### src/rtl/bp_pkg.sv
// rtl/bp_pkg.sv - shared defaults, entry type and FSM states for the branch resolve queue
package bp_pkg;

   localparam int DEF_DEPTH  = 4;
   localparam int DEF_ADDR_W = 3;

   typedef struct packed {
      logic [DEF_ADDR_W-1:0] addr;
      logic                  pred;
   } bp_entry_t;

   typedef enum logic {
      RUN    = 1'b0,
      SQUASH = 1'b1
   } bp_state_t;

endpackage

### src/rtl/bp_entry_fifo.sv
// rtl/bp_entry_fifo.sv - circular buffer of predicted branches with a bulk clear
module bp_entry_fifo
   import bp_pkg::*;
#(
   parameter int  DEPTH = DEF_DEPTH,
   parameter type T     = bp_entry_t
) (
   input  logic                   clk,
   input  logic                   rst_n,
   input  logic                   clear,
   input  logic                   wr_en,
   input  T                       wr_data,
   input  logic                   rd_en,
   output T                       rd_data,
   output logic [$clog2(DEPTH):0] count,
   output logic                   full,
   output logic                   empty
);

   localparam int PW = $clog2(DEPTH);
   localparam int CW = PW + 1;

   T              mem [DEPTH];
   logic [PW-1:0] head;
   logic [PW-1:0] tail;
   logic          do_wr;
   logic          do_rd;

   assign full    = (count == CW'(DEPTH));
   assign empty   = (count == '0);
   assign do_wr   = wr_en && !full && !clear;
   assign do_rd   = rd_en && !empty && !clear;
   assign rd_data = mem[head];

   always_ff @(posedge clk) begin
      if (do_wr) begin
         mem[tail] <= wr_data;
      end
   end

   // clear discards everything queued by snapping head onto tail
   always_ff @(posedge clk or negedge rst_n) begin
      if (!rst_n) begin
         head  <= '0;
         tail  <= '0;
         count <= '0;
      end else if (clear) begin
         head  <= tail;
         count <= '0;
      end else begin
         if (do_rd) begin
            head <= head + PW'(1);
         end
         if (do_wr) begin
            tail <= tail + PW'(1);
         end
         count <= count + CW'(do_wr) - CW'(do_rd);
      end
   end

endmodule

### src/rtl/branch_resolve_queue.sv
// rtl/branch_resolve_queue.sv - in-order branch retirement feeding predictor training updates
module branch_resolve_queue
   import bp_pkg::*;
#(
   parameter int DEPTH  = DEF_DEPTH,
   parameter int ADDR_W = DEF_ADDR_W
) (
   input  logic                   CLOCK,
   input  logic                   INIT,
   input  logic                   PUSH_VALID,
   output logic                   PUSH_READY,
   input  logic [ADDR_W-1:0]      PUSH_ADDR,
   input  logic                   PUSH_PRED,
   input  logic                   RES_VALID,
   input  logic                   RES_OUTCOME,
   output logic                   UPD_VALID,
   output logic [ADDR_W-1:0]      UPD_ADDR,
   output logic                   UPD_OUTCOME,
   output logic                   MISPREDICT,
   output logic                   FLUSH,
   output logic [$clog2(DEPTH):0] COUNT,
   output logic [15:0]            MISSES,
   output logic                   RES_ERR
);

   typedef struct packed {
      logic [ADDR_W-1:0] addr;
      logic              pred;
   } entry_t;

   bp_state_t state;
   bp_state_t next_state;
   entry_t    push_entry;
   entry_t    head_entry;
   logic      fifo_full;
   logic      fifo_empty;
   logic      push_ok;
   logic      push_fire;
   logic      res_fire;
   logic      miss_now;

   assign push_entry = '{addr: PUSH_ADDR, pred: PUSH_PRED};

   bp_entry_fifo #(
      .DEPTH (DEPTH),
      .T     (entry_t)
   ) u_fifo (
      .clk     (CLOCK),
      .rst_n   (INIT),
      .clear   (miss_now),
      .wr_en   (push_fire),
      .wr_data (push_entry),
      .rd_en   (res_fire),
      .rd_data (head_entry),
      .count   (COUNT),
      .full    (fifo_full),
      .empty   (fifo_empty)
   );

   // a push alongside a mispredicting resolve is younger than the bad branch, so it is dropped
   always_comb begin
      next_state = state;
      push_ok    = 1'b0;
      res_fire   = 1'b0;
      miss_now   = 1'b0;
      push_fire  = 1'b0;
      case (state)
         RUN: begin
            push_ok   = !fifo_full;
            res_fire  = RES_VALID && !fifo_empty;
            miss_now  = res_fire && (head_entry.pred != RES_OUTCOME);
            push_fire = PUSH_VALID && push_ok && !miss_now;
            if (miss_now) begin
               next_state = SQUASH;
            end
         end
         SQUASH: begin
            next_state = RUN;
         end
         default: begin
            next_state = RUN;
         end
      endcase
   end

   assign PUSH_READY = push_ok;
   assign FLUSH      = (state == SQUASH);

   always_ff @(posedge CLOCK or negedge INIT) begin
      if (!INIT) begin
         state       <= RUN;
         UPD_VALID   <= 1'b0;
         UPD_ADDR    <= '0;
         UPD_OUTCOME <= 1'b0;
         MISPREDICT  <= 1'b0;
         MISSES      <= '0;
         RES_ERR     <= 1'b0;
      end else begin
         state      <= next_state;
         UPD_VALID  <= res_fire;
         MISPREDICT <= miss_now;
         if (res_fire) begin
            UPD_ADDR    <= head_entry.addr;
            UPD_OUTCOME <= RES_OUTCOME;
         end
         if (miss_now && (MISSES != 16'hFFFF)) begin
            MISSES <= MISSES + 16'd1;
         end
         if (RES_VALID && !res_fire) begin
            RES_ERR <= 1'b1;
         end
      end
   end

endmodule

### config.mk
export PLATFORM = sky130hd
export DESIGN_NAME = branch_resolve_queue
export DESIGN_NICKNAME = d
export VERILOG_FILES = /design/src/rtl/bp_pkg.sv /design/src/rtl/bp_entry_fifo.sv /design/src/rtl/branch_resolve_queue.sv
export SDC_FILE = /design/constraint.sdc
export NUM_CORES = 1
export LEC_CHECK = 0
export ABC_AREA = 1
export CAP_MARGIN = 20
export CORE_UTILIZATION = 52
export DETAILED_ROUTE_END_ITERATION = 10
export PLACE_DENSITY_LB_ADDON = 0.12
export RECOVER_POWER = 25
export SLEW_MARGIN = 25
export SYNTH_ARGS = -nofsm -noshare
export SYNTH_HDL_FRONTEND = slang
export SYNTH_SLANG_ARGS = --single-unit
### constraint.sdc
create_clock -name CLOCK -period 3.15 [get_ports CLOCK]
set_input_delay 0.63 -clock CLOCK [delete_from_list [all_inputs] [get_ports CLOCK]]
set_output_delay 0.63 -clock CLOCK [all_outputs]
set_load 0.05 [all_outputs]
==> impl_results.md <==
- Status: finished, violations left
- Violated checks: DRC, capacitance limit, slew limit
- Syn Inst Count: 298
- Count leader, synth: nand2_1
- NetSw: 0.00118 W
- Arrival time worst endpoint: about 3 ns
- Die width: 71.2 um
- P&R area growth vs syn: 18.6%
- Post CTS Setup Buffer Count: 0
- H-Tree Level Count: 2
- Post-DP HPWL: 3640 um
- Slew Limit Fails: 31
- Fraction of layout cells with a size suffix above 1: 5.64%
- Row Count: 24
- Gp weighted congestion: 0.886
- # setup viols final: 0
- Placed Area: 2880 sq um
- Combinational share of power: approximately half
- Vias/cell: between 5 and 6
- Synthesized area: 2490 sq um
- Initial antenna violation count: 0
- GR met3 Demand/Resource: under 10%
- Slowest CP cell: dfrtp_1
- CP Capture Type: flop
- Clock root buffer: clkbuf_8
- Most used flip-flop cell after synthesis: dfrtp_1
- CTS tree: yes
- Number of global-route vias before repair: 1982
- Via Count: a little over 2k
- Die height: 71.2 um
- Synth cell count leaders: 115 x nand2_1, 31 x inv_1, 30 x dfrtp_1
- Cell taking the most area after synthesis: dfrtp_1
- CTS Sinks: 46
- Die ar.: 5070 sq um
- Final Skew: 0.00315 ns
- Clock latency on the worst-skew pair: 0.29 ns
- Reg clk slew, reported paths: 0.08 ns
- Initial Util: 55.7%
- Fmax: 364 MHz
- VDD IR max: 627 uV
- CP Buf/Inv Count: 5
- DRC: 3
- Clock share of power: 13.6%
- Port-buffer cells: 36
- Leak Pwr: around 1.4 nW
- Post-synthesis cell type count: 28
- Top cell type's share of synthesized area: 30.1%
- Worst path max stage delay: approximately 0.54 ns
- Mean post-synth cell area: 8.36 sq um
- Register area share after synthesis: 49.4%
- Gr ovfl total: 0
- Critical Path Fanout Max: 11
- Max-cap viol count: 1
- Slew @ Worst Pin: 1.62 ns
- Synth Net Count: 315
- Drt first pass iters: 8
- FILL cells: approximately 370
- Antenna-violating nets left: 0
- Worst Path Required: roughly 3.4 ns
- Int Pwr: 0.00133 W
- Drt total wl: slightly above 5000 um
- Yosys warns: 0
- I/O pins: 37
- First-pass GRT wire length: 8860 um
- Post-synth EDFFs: 16
- Async S/R FF share, synth: 65.2%
- Post-cts resize count: 0
- Deepest clock path buffer count: 2
- CP delay by family, top: adder cells
- CTS buffer count: 5
- Global Route met1 Usage: between 30% and 40%
- Cts hold-fix bufs: 0
- Headroom to the max-slew limit: -7.94%
- Largest net degree at the start of global routing: 31
- Power Total: 0.00251 W
- Startpoint type of the worst setup path: flop
- Critical Path, Cell by Cell: inv_1, nand2_1, nand3_1, nand2_1, nand2_1, nand3_1, inv_1, ha_1, inv_1, ha_1, inv_1, fa_1, xnor2_1, xnor2_1, nand2_1, inv_1
- Flop pwr share: 36.1%
- Min-delay worst type: reg -> reg
- Sw Share: 47.0%
- Core Area: 4470 sq um
- NumNets Final: around 350
- Most Crowded Layer GR: met2
- Fin crit share: 87.2%
- Setup Crit Path Kind: reg -> reg
- Met2 usage: 35.7%
- Pwr/cell area: 847 nW/um^2
- Diodes inserted: 0
- Setup TNS: 0 ns
- Final instance area: 2960 sq um
- Number of synthesized register bits: 46
- Avg WL per Cell: 13.2 um
- Final worst path period need: 2.75 ns
- Drt first-iter violations: 141
- Unrepaired setup endpoints after global routing: false
- Top post-synthesis cells by area: dfrtp_1 30%, edfxtp_1 19%, nand2_1 17%
- Total GRT Usage: a little under a quarter
- Most Frequent Cell on Critical Path: inv_1
- Fin. Hold Viols: 0
## final timing paths
path / slack [ns] / start / cells after the start / to
max: 0.40 / u_fifo.head[0]$_DFFE_PN0P_ / 16 / u_fifo.count[2]$_DFF_PN0_
min: 0.48 / RES_ERR$_DFFE_PN0P_ / 1 / RES_ERR$_DFFE_PN0P_
max reg2reg: 0.40 / u_fifo.head[0]$_DFFE_PN0P_ / 16 / u_fifo.count[2]$_DFF_PN0_
min reg2reg: 0.48 / RES_ERR$_DFFE_PN0P_ / 1 / RES_ERR$_DFFE_PN0P_
max in group asynchronous: 0.94 / INIT / 2 / u_fifo.count[0]$_DFF_PN0_
min in group asynchronous: 1.28 / INIT / 2 / UPD_ADDR[1]$_DFFE_PN0N_
## per-layer routing
| metal | up-vias | wire length (um) |
|---|---|---|
| li1 | 1028 | - |
| met3 | 5 | 320 |
| met1 | 931 | 2490 |
| met4 | 0 | 49 |
| met2 | 72 | 2270 |
| met5 | - | 0 |
## cell type report
| type | instances | area (sq um) | area share (%) |
|---|---|---|---|
| clock buffer | 6 | 72.6 | 2.45 |
| multi-input combinational | 212 | 1080 | 36.6 |
| sequential | 46 | 1230 | 41.6 |
| timing repair buffer | 38 | 372 | 12.6 |
| tap | 52 | 65.1 | 2.20 |
| inverter | 33 | 126 | 4.27 |
| clock inverter | 2 | 8.76 | 0.296 |
## kinds of logic after synthesis
| logic type | after synthesis | synth area share (%) |
|---|---|---|
| xor+xnor | 5 | 1.76 |
| simple gates | 185 | 34.2 |
| flops | 46 | 49.4 |
| compound gates | 14 | 3.06 |
| buf+inv | 40 | 7.23 |
| fa+ha+maj | 8 | 4.32 |
## metrics by stage
stage,instances,setup slack [ns],utilization (%),hold WS [ns]
floorplan,298,0.457,-,0.334
global placement,381,0.364,64.3,0.446
detailed placement,381,0.260,64.3,0.445
CTS,389,0.403,66.2,0.477
global route,389,0.0775,66.1,0.503
finish,389,0.403,66.1,0.477
## placed cells by master, fill, tap and decap left out, types with 2 or more instances in the layout
cell / Yosys / routed
xnor2_1: 3 / 3
xor2_1: 2 / 2
nand3_1: 19 / 19
clkbuf_8: 0 / 5
nand2_1: 115 / 115
o21ai_0: 10 / 10
nor2_1: 25 / 25
inv_1: 31 / 31
nor2_2: 2 / 2
clkdlybuf4s50_1: 0 / 31
nor2_4: 2 / 2
dfrtp_1: 30 / 30
edfxtp_1: 16 / 16
ha_1: 7 / 7
o22ai_1: 3 / 3
clkbuf_1: 0 / 2
nand4_1: 11 / 11
nand3b_1: 5 / 5
dlygate4sd3_1: 0 / 5
## worst reg2reg max path: cells and delay by family (launching register included)
family	cells	cell delay, ns
adders and majority gates	3	0.79
and+or+nand+nor	6	0.55
DFF	1	0.54
buffers and inverters	5	0.45
xor gates and xnor gates	2	0.39
## sequential cells by signal, indices dropped and copies added (netlist names)
name / count
MISPREDICT: 1
u_fifo.tail: 2
u_fifo.mem: 16
MISSES: 16
u_fifo.count: 3
UPD_ADDR: 3
UPD_OUTCOME: 1
u_fifo.head: 2
RES_ERR: 1
UPD_VALID: 1
## power groups by stage
stage                     Clock (W)  Sequential, W  Combinational [W]
final                      0.000341       0.000903            0.00126
after global routing       0.000375       0.000926            0.00139
after CTS                  0.000355       0.000907            0.00127
after detailed placement          0       0.000917            0.00126
after global placement            0       0.000915            0.00123
after floorplan                   0        0.00115           0.000692
Note: power is estimated with default switching activity, not from simulation.
